`src/rtl/serializador_pkg.sv`:
```
// Shared types and constants for the FIFO-to-UART serializer.
// Frame length helper gives total cycles per frame for a parameter set.
package serializador_pkg;

    typedef enum logic [2:0] {
        IDLE,
        LEER,
        CARGAR,
        START,
        DATOS,
        PARIDAD,
        STOP
    } estado_t;

    localparam int PAR_NONE = 0;
    localparam int PAR_EVEN = 1;
    localparam int PAR_ODD  = 2;

    function automatic int longitud_trama(input int clk_div, input int paridad, input int stop_bits);
        return (9 + ((paridad != PAR_NONE) ? 1 : 0) + stop_bits) * clk_div;
    endfunction

endpackage

```
`src/rtl/serializador_uart_baudios.sv`:
```
// Bit-time generator: counts 0..CLK_DIV-1 and ticks fin_bit on the last count.
// The owner clears it whenever the serializer changes state so every bit starts aligned.
module generador_baudios #(
    parameter int CLK_DIV = 16
) (
    input  logic clk,
    input  logic rst,
    input  logic limpiar,
    output logic fin_bit
);

    localparam int W = (CLK_DIV > 1) ? $clog2(CLK_DIV) : 1;
    localparam logic [W-1:0] CUENTA_MAX = W'(CLK_DIV - 1);

    logic [W-1:0] cuenta_reg;
    logic [W-1:0] cuenta_next;

    assign fin_bit = (cuenta_reg == CUENTA_MAX);

    always_comb begin
        cuenta_next = cuenta_reg + 1'b1;
        if (limpiar || fin_bit) begin
            cuenta_next = '0;
        end
    end

    always_ff @(posedge clk) begin
        if (!rst) begin
            cuenta_reg <= '0;
        end else begin
            cuenta_reg <= cuenta_next;
        end
    end

endmodule

```
`src/rtl/serializador_uart.sv`:
```
// Drains an 8-bit FIFO and sends each byte as an asynchronous serial frame on tx.
// All outputs are registered from the next state so they align with state entry.
module serializador_uart
    import serializador_pkg::*;
#(
    parameter int CLK_DIV   = 16,
    parameter int PARITY    = 0,
    parameter int STOP_BITS = 1
) (
    input  logic        clk,
    input  logic        rst,
    input  logic        tx_en,
    input  logic        vacio,
    input  logic [7:0]  data_out,
    output logic        rd_en,
    output logic        tx,
    output logic        ocupado,
    output logic [15:0] tramas
);

    localparam logic [1:0] STOP_ULT    = 2'(STOP_BITS - 1);
    localparam logic       PAR_INV     = (PARITY == PAR_ODD);
    localparam logic       CON_PARIDAD = (PARITY != PAR_NONE);

    estado_t     estado_reg, estado_next;
    logic [7:0]  shift_reg, shift_next;
    logic        paridad_reg, paridad_next;
    logic [2:0]  bit_cnt_reg, bit_cnt_next;
    logic [1:0]  stop_cnt_reg, stop_cnt_next;
    logic [15:0] tramas_reg, tramas_next;
    logic        tx_reg, tx_next;
    logic        rd_en_reg, rd_en_next;
    logic        ocupado_reg, ocupado_next;
    logic        fin_bit;
    logic        limpiar;

    assign limpiar = (estado_next != estado_reg);

    generador_baudios #(.CLK_DIV(CLK_DIV)) u_baudios (
        .clk     (clk),
        .rst     (rst),
        .limpiar (limpiar),
        .fin_bit (fin_bit)
    );

    always_comb begin
        estado_next   = estado_reg;
        shift_next    = shift_reg;
        paridad_next  = paridad_reg;
        bit_cnt_next  = bit_cnt_reg;
        stop_cnt_next = stop_cnt_reg;
        tramas_next   = tramas_reg;
        tx_next       = 1'b1;

        case (estado_reg)
            IDLE:    if (tx_en && !vacio) estado_next = LEER;
            LEER:    estado_next = CARGAR;
            CARGAR: begin
                shift_next    = data_out;
                paridad_next  = (^data_out) ^ PAR_INV;
                bit_cnt_next  = '0;
                stop_cnt_next = '0;
                estado_next   = START;
            end
            START:   if (fin_bit) estado_next = DATOS;
            DATOS: begin
                if (fin_bit) begin
                    shift_next   = {1'b0, shift_reg[7:1]};
                    bit_cnt_next = bit_cnt_reg + 3'd1;
                    if (bit_cnt_reg == 3'd7) begin
                        estado_next = CON_PARIDAD ? PARIDAD : STOP;
                    end
                end
            end
            PARIDAD: if (fin_bit) estado_next = STOP;
            STOP: begin
                if (fin_bit) begin
                    if (stop_cnt_reg == STOP_ULT) begin
                        estado_next = IDLE;
                        tramas_next = tramas_reg + 16'd1;
                    end else begin
                        stop_cnt_next = stop_cnt_reg + 2'd1;
                    end
                end
            end
            default: estado_next = IDLE;
        endcase

        // Line level for the cycle we are about to enter
        case (estado_next)
            START:   tx_next = 1'b0;
            DATOS:   tx_next = shift_next[0];
            PARIDAD: tx_next = paridad_reg;
            default: tx_next = 1'b1;
        endcase
        rd_en_next   = (estado_next == LEER);
        ocupado_next = (estado_next != IDLE);
    end

    always_ff @(posedge clk) begin
        if (!rst) begin
            estado_reg   <= IDLE;
            shift_reg    <= '0;
            paridad_reg  <= 1'b0;
            bit_cnt_reg  <= '0;
            stop_cnt_reg <= '0;
            tramas_reg   <= '0;
            tx_reg       <= 1'b1;
            rd_en_reg    <= 1'b0;
            ocupado_reg  <= 1'b0;
        end else begin
            estado_reg   <= estado_next;
            shift_reg    <= shift_next;
            paridad_reg  <= paridad_next;
            bit_cnt_reg  <= bit_cnt_next;
            stop_cnt_reg <= stop_cnt_next;
            tramas_reg   <= tramas_next;
            tx_reg       <= tx_next;
            rd_en_reg    <= rd_en_next;
            ocupado_reg  <= ocupado_next;
        end
    end

    assign tx      = tx_reg;
    assign rd_en   = rd_en_reg;
    assign ocupado = ocupado_reg;
    assign tramas  = tramas_reg;

endmodule

```
`config.mk`:
```
export PLATFORM = sky130hd
export DESIGN_NAME = serializador_uart
export DESIGN_NICKNAME = d
export VERILOG_FILES = /design/src/rtl/serializador_pkg.sv /design/src/rtl/serializador_uart_baudios.sv /design/src/rtl/serializador_uart.sv
export SDC_FILE = /design/constraint.sdc
export NUM_CORES = 1
export LEC_CHECK = 0
export CELL_PAD_IN_SITES_DETAIL_PLACEMENT = 1
export CELL_PAD_IN_SITES_GLOBAL_PLACEMENT = 1
export CORE_MARGIN = 2
export CORE_UTILIZATION = 36
export DETAILED_ROUTE_END_ITERATION = 10
export PLACE_DENSITY_LB_ADDON = 0.1
export SETUP_SLACK_MARGIN = 0.1
export SYNTH_ARGS = -nofsm -noshare
export SYNTH_HDL_FRONTEND = slang
export SYNTH_HIERARCHICAL = 1
export SYNTH_SLANG_ARGS = --single-unit
```
`constraint.sdc`:
```
create_clock -name clk -period 2.01 [get_ports clk]
set_input_delay 0.402 -clock clk [delete_from_list [all_inputs] [get_ports clk]]
set_output_delay 0.402 -clock clk [all_outputs]
set_load 0.005 [all_outputs]
```
---- Yosys cells after proc, flatten, opt, wreduce, memory -nomap -nowiden ----
Cells that the tools add are included.
cells by class
  $add $sub $neg .......................... 4
  eq/ne operators ......................... 16
  multiplexer cells ....................... 16
  bitwise logic cells ..................... 1
  reduce and logical (&&, ||, !) cells .... 13
operator list
  cell                   number
  $mux 3                 8
  $pmux 3 s7             1
  $eq 3x3->1 const B     6
  $add 16x1->16 const B  1
  $pmux 8 s2             1
  $eq 3x2->1 const B     3
  $mux 8                 1
  $reduce_xor 8->1       1
  $eq 3x1->1 const B     2
  $pmux 3 s2             1
  $reduce_and 3->1       2
  $add 4x1->4 const B    1
  $eq 4x4->1 const B     1
  $mux 2                 2
  $ne 2x1->1 const B     2
  $pmux 2 s2             1
  $reduce_bool 2->1      2
  $add 3x1->3 const B    1
  $logic_not 3->1        1
  $ne 3x3->1             1
  $pmux 1 s3             1
  $reduce_bool 3->1      1
  $add 2x1->2 const B    1
  $logic_not 2->1        1
  7 further kinds        7
storage, ports and cells
  bits in registers ....................... 40
  output and inout bits ................... 19
  logic and storage cells ................. 61

---- Depth between registers and ports, before layout ----
  depth after elaboration ................. 7
  depth in mapped cells ................... 10
  gate-level depth less buffers ........... 9

---- Hierarchy ----
The synthesis kept the hierarchy.
by module, submodules not included
  module             instances  cells each  area each (sq um)
  serializador_uart  1          201         1,835.5
  generador_baudios  1          15          162.7

---- Least setup slack after synthesis ----
Ideal clock, no wire load.
  kind .................................... register -> register
  from .................................... register u_baudios.cuenta_reg[0]
  to ...................................... register u_baudios.cuenta_reg[3]
  data arrival time ....................... 1,925 ps
  data required time ...................... 1,948 ps
  slack ................................... 23 ps
  cell stages (with the launch flop) ...... 11
  buffers on the path ..................... 1
  period minus slack after synthesis ...... 1,987 ps
  cells stage by stage .................... dfxtp_1 ha_1 and3_4 clkbuf_1 a21o_1 nand2_1 nand2_1 a211oi_1 a21oi_1 or3b_4 nor2_2
on the way
  word-level cells in the longest chain between the ends .. 6
ends and longest elaborated chain
  item                              line                             source
  start: declaration                serializador_uart_baudios.sv:15  logic [W-1:0] cuenta_reg;
  start signal: assignment          serializador_uart_baudios.sv:31  cuenta_reg <= cuenta_next;
  $eq 4x4->1 (*)                    serializador_uart_baudios.sv:18  assign fin_bit = (cuenta_reg == CUENTA_MAX);
  net fin_bit                       serializador_uart.sv:34          logic fin_bit;
  $mux 3, on equally long branches  -
  $pmux 3 s7 (*)                    serializador_uart.sv:55          case (estado_reg)
  $ne 3x3->1 (*)                    serializador_uart.sv:37          assign limpiar = (estado_next != estado_reg);
  net limpiar                       serializador_uart.sv:35          logic limpiar;
  $logic_or 1x1->1 (*)              serializador_uart_baudios.sv:22  if (limpiar || fin_bit) begin
  $reduce_or 2->1 (no line) (*)     -
The timed path passes the listed nets; every way through them passes the cells marked *.
A chain may end at the register's enable or synchronous reset.

---- Worst setup path after layout ----
  from .................................... register u_baudios.cuenta_reg[1]
  to ...................................... register tx_reg (netlist: tx)
on the way
  word-level cells in the longest chain between the ends .. 5
ends and longest elaborated chain
  item                                      line                             source
  $eq 4x4->1 (*)                            serializador_uart_baudios.sv:18
  net fin_bit                               serializador_uart.sv:34
  $mux 3, on equally long branches          -
  $pmux 3 s7                                serializador_uart.sv:55
  $eq 3x3->1 or $eq 3x2->1 (tied branches)  serializador_uart.sv:90          case (estado_next)
  $pmux 1 s3 (*)                            serializador_uart.sv:90
  end signal: assignment                    serializador_uart.sv:118         tx_reg <= tx_next;
  end: declaration                          serializador_uart.sv:31          logic tx_reg, tx_next;
The timed path passes the listed nets; every way through them passes the cells marked *. The select of a mux whose other input is x is not followed.

==> metrics.md <==
| Metric | Value |
|---|---|
| Ys flop type | `dfxtp_1` |
| CTS H-tree depth | `2` |
| Pre-antenna DRT Iters | `4` |
| Share of cells above drive strength 1 | `0.1822` |
| Worst setup margin | `148.9 ps` |
| GPL Wtd Cong | `0.7266` |
| First-pass GRT wire length | `7.610 mm` |
| M1 WL | `2.076 mm` |
| Worst-path clk slew | `80 ps` |
| Initial antenna violation count | `0` |
| Num ports | `31` |
| Final ANT Viol Nets | `0` |
| Dpl ws | `-53.77 ps` |
| Cell Area, Synth | `1998 sq um` |
| Final Cycle Share | `0.9259` |
| DRC Markers | `0` |
| Critical Path AT | `2080 ps` |
| Clk_skew | `6.052 ps` |
| Full die area | `6162 sq um` |
| Max-Cap Viols | `0` |
| Async set-or-reset flop fraction in the synthesized netlist | `0` |
| Clk_lat worst skew | `290 ps` |
| Synth Area per Inst | `9.251 sq um` |
| Pwr per Cell Area | `604.3 nW/um^2` |
| Final setup viols | `0` |
| Hpwl dp | `3.188 mm` |
| Count of input and output buffers | `30` |
| Global route overflow | `0` |
| Hold/Removal Path Class | `flip-flop to flip-flop` |
| Routed vias/inst | `5.027` |
| Total GRT Usage | `0.1554` |
| DR vias | `1,659` |
| CORE AREA | `5439 sq um` |
| Clock Tree Buf Depth | `2` |
| TritonCTS Buffers | `5` |
| DRT iter0 DRCs | `72` |
| Seq cells post-synth | `40` |
| Syn-to-layout area delta | `30.18%` |
| EDFF count, synth | `0` |
| Mapped Nets | `233` |
| Cells after synthesis | `216` |
| Clock root buffer | `clkbuf_8` |
| Antenna cell count | `0` |
| Worst-Margin Slew | `442.9 ps` |
| Max FFs per register | `16` |
| Worst setup startpoint | `u_baudios/cuenta_reg[1]$_SDFF_PP0_` |
| # clock sinks | `40` |
| Final WL | `4.429 mm` |
| Critical Path RT | `2230 ps` |
| Wire length on met2 | `2.165 mm` |
| Worst Min Path Start | `shift_reg[5]$_SDFFE_PN0P_` |
| Sequential element share of the synthesized area | `0.4008` |
| WL/cell | `13.42 um` |
| CP Capture Type | `flip-flop` |
| Synth Warn # | `6` |
| VDD IR max | `0.3786 mV` |
| RSZ-0062 raised after global routing | `yes` |
| Pins Over Slew Limit | `0` |
| Synth cell types | `51` |
| Critical path peak fanout | `8` |
| Pleak | `0.9736 nW` |
| Reg2reg start | `u_baudios/cuenta_reg[1]$_SDFF_PP0_` |
| Status | `completed` |
| Final core utilization | `0.4783` |
| Final Critical Period | `1861 ps` |
| Filler instances | `632` |
| CP Class | `flip-flop to flip-flop` |
| Number of global-route vias before repair | `1,609` |
| Fin. Hold Viols | `0` |
| Die H | `78.50 um` |
| Horiz. Die Dim | `78.50 um` |
| Rows | `27` |
| Maximum clock rate | `537.3 MHz` |
| Uppermost metal layer occupied by signal nets | `met4` |
| Slew headroom | `0.7043` |
| Final #Nets | `274` |
| Worst setup SP type | `flip-flop` |
| Largest net degree at the start of global routing | `23` |
| Initial core utilization | `0.3674` |
| Metal3 WL | `135 um` |
| TritonCTS clock tree | `yes` |
==> layout make-up <==
| type | count | area (sq um) | share of cell area |
|---|---|---|---|
| Multi-Input combinational cell | 155 | 1164 | 0.4473 |
| Sequential cell | 40 | 803.3 | 0.3088 |
| Timing Repair Buffer | 45 | 416.7 | 0.1602 |
| Clock buffer | 8 | 90.09 | 0.03463 |
| Tap cell | 72 | 90.09 | 0.03463 |
| Inverter | 10 | 37.54 | 0.01443 |
==> repair_timing <==
| action | CTS | global route |
|---|---|---|
| setup endpoints to repair | 4 | 16 |
| resized for setup | 3 | 13 |
| pin swaps | 1 | 10 |
| hold buffers | 0 | 0 |
| setup buffers | 1 | 2 |
==> cells in the mapped netlist (2+ instances only) <==
library cell  count  area [sq um]
buf_4             3         22.52
or3_1             5         31.28
dfxtp_1          40         800.8
nor2b_1          10         62.56
a21boi_1          4         30.03
and3_1            2         12.51
clkbuf_1          5         18.77
a21boi_0          9         67.56
a31oi_1           2         12.51
inv_1            10         37.54
o21ai_0           8         40.04
nand3_1          10         50.05
nand2_1          18         67.56
a22oi_1           9         67.56
and2_1           12         75.07
buf_2             2         10.01
nor2_1            5         18.77
nor4_2            2         25.02
xor2_1            5         43.79
a21oi_1           5         25.02
nand4_1           2         12.51
xnor2_1          15         131.4
ha_1              5         62.56
==> metrics by stage <==
stage	TNS (ps)	area [sq um]	hold slack, ps	total power [mW]	std cells
after global placement	-5.143	2424	448.4	1.029	319
after detailed placement	-53.77	2424	465.4	1.030	319
after CTS	0	2529	476.2	1.593	328
final	0	2601	469.5	1.572	330
after floorplan	0	2016	419.9	0.9616	216
after global routing	0	2601	484.7	1.656	330
==> worst max-delay path, stage by stage (launching register included) <==
cell	delay (ps)
dfxtp_2	340
ha_4	150
and3_4	190
buf_4	160
and4bb_2	230
buf_4	140
nor2_4	90
a21oi_2	70
mux2_4	260
a31oi_2	170
==> worst paths after layout <==
check,to,slack (ps),depth (start not counted)
max,tx$_SDFF_PN1_,150,9
min reg2reg,shift_reg[5]$_SDFFE_PN0P_,470,2
max reg2reg,tx$_SDFF_PN1_,150,9
min,shift_reg[5]$_SDFFE_PN0P_,470,2
==> power breakdown <==
| group | total [mW] | switching, mW | internal, mW |
|---|---|---|---|
| logic | 0.185 | 0.0825 | 0.102 |
| clock network | 0.551 | 0.271 | 0.280 |
| registers | 0.836 | 0.0205 | 0.816 |
==> metal layers <==
layer | up-vias | track usage
met5 | - | 0
met4 | 0 | 0.04211
met3 | 7 | 0.03448
met2 | 28 | 0.2556
met1 | 793 | 0.2050
li1 | 831 | -
==> cell families (layout without fill, tap and decap cells) <==
kind of cell | count (synthesis) | in the layout | share of synthesized area
compound gates | 47 | 47 | 0.1634
xor+xnor | 20 | 20 | 0.08767
fa+ha+maj | 5 | 5 | 0.03131
buf+inv | 21 | 63 | 0.05010
flops | 40 | 40 | 0.4008
mux | 1 | 1 | 0.007512
simple gates | 82 | 82 | 0.2592
==> layout by cell type, fill, tap and decap left out, types with 2 or more instances in the layout <==
cell type / count
nor4_4: 2
a21boi_1: 4
dfxtp_1: 38
inv_1: 10
a21boi_0: 9
nand2_1: 17
or3_1: 5
buf_4: 14
nor2_1: 3
xnor2_1: 15
clkdlybuf4s50_1: 30
nor2_2: 3
dfxtp_2: 2
xor2_1: 5
a21oi_2: 2
nor2b_1: 10
a21oi_1: 4
ha_1: 4
a22oi_1: 9
clkbuf_1: 2
and2_1: 12
clkbuf_8: 6
nand4_1: 2
o21ai_0: 8
nand3_1: 10
(Power assumes the default switching activity.)
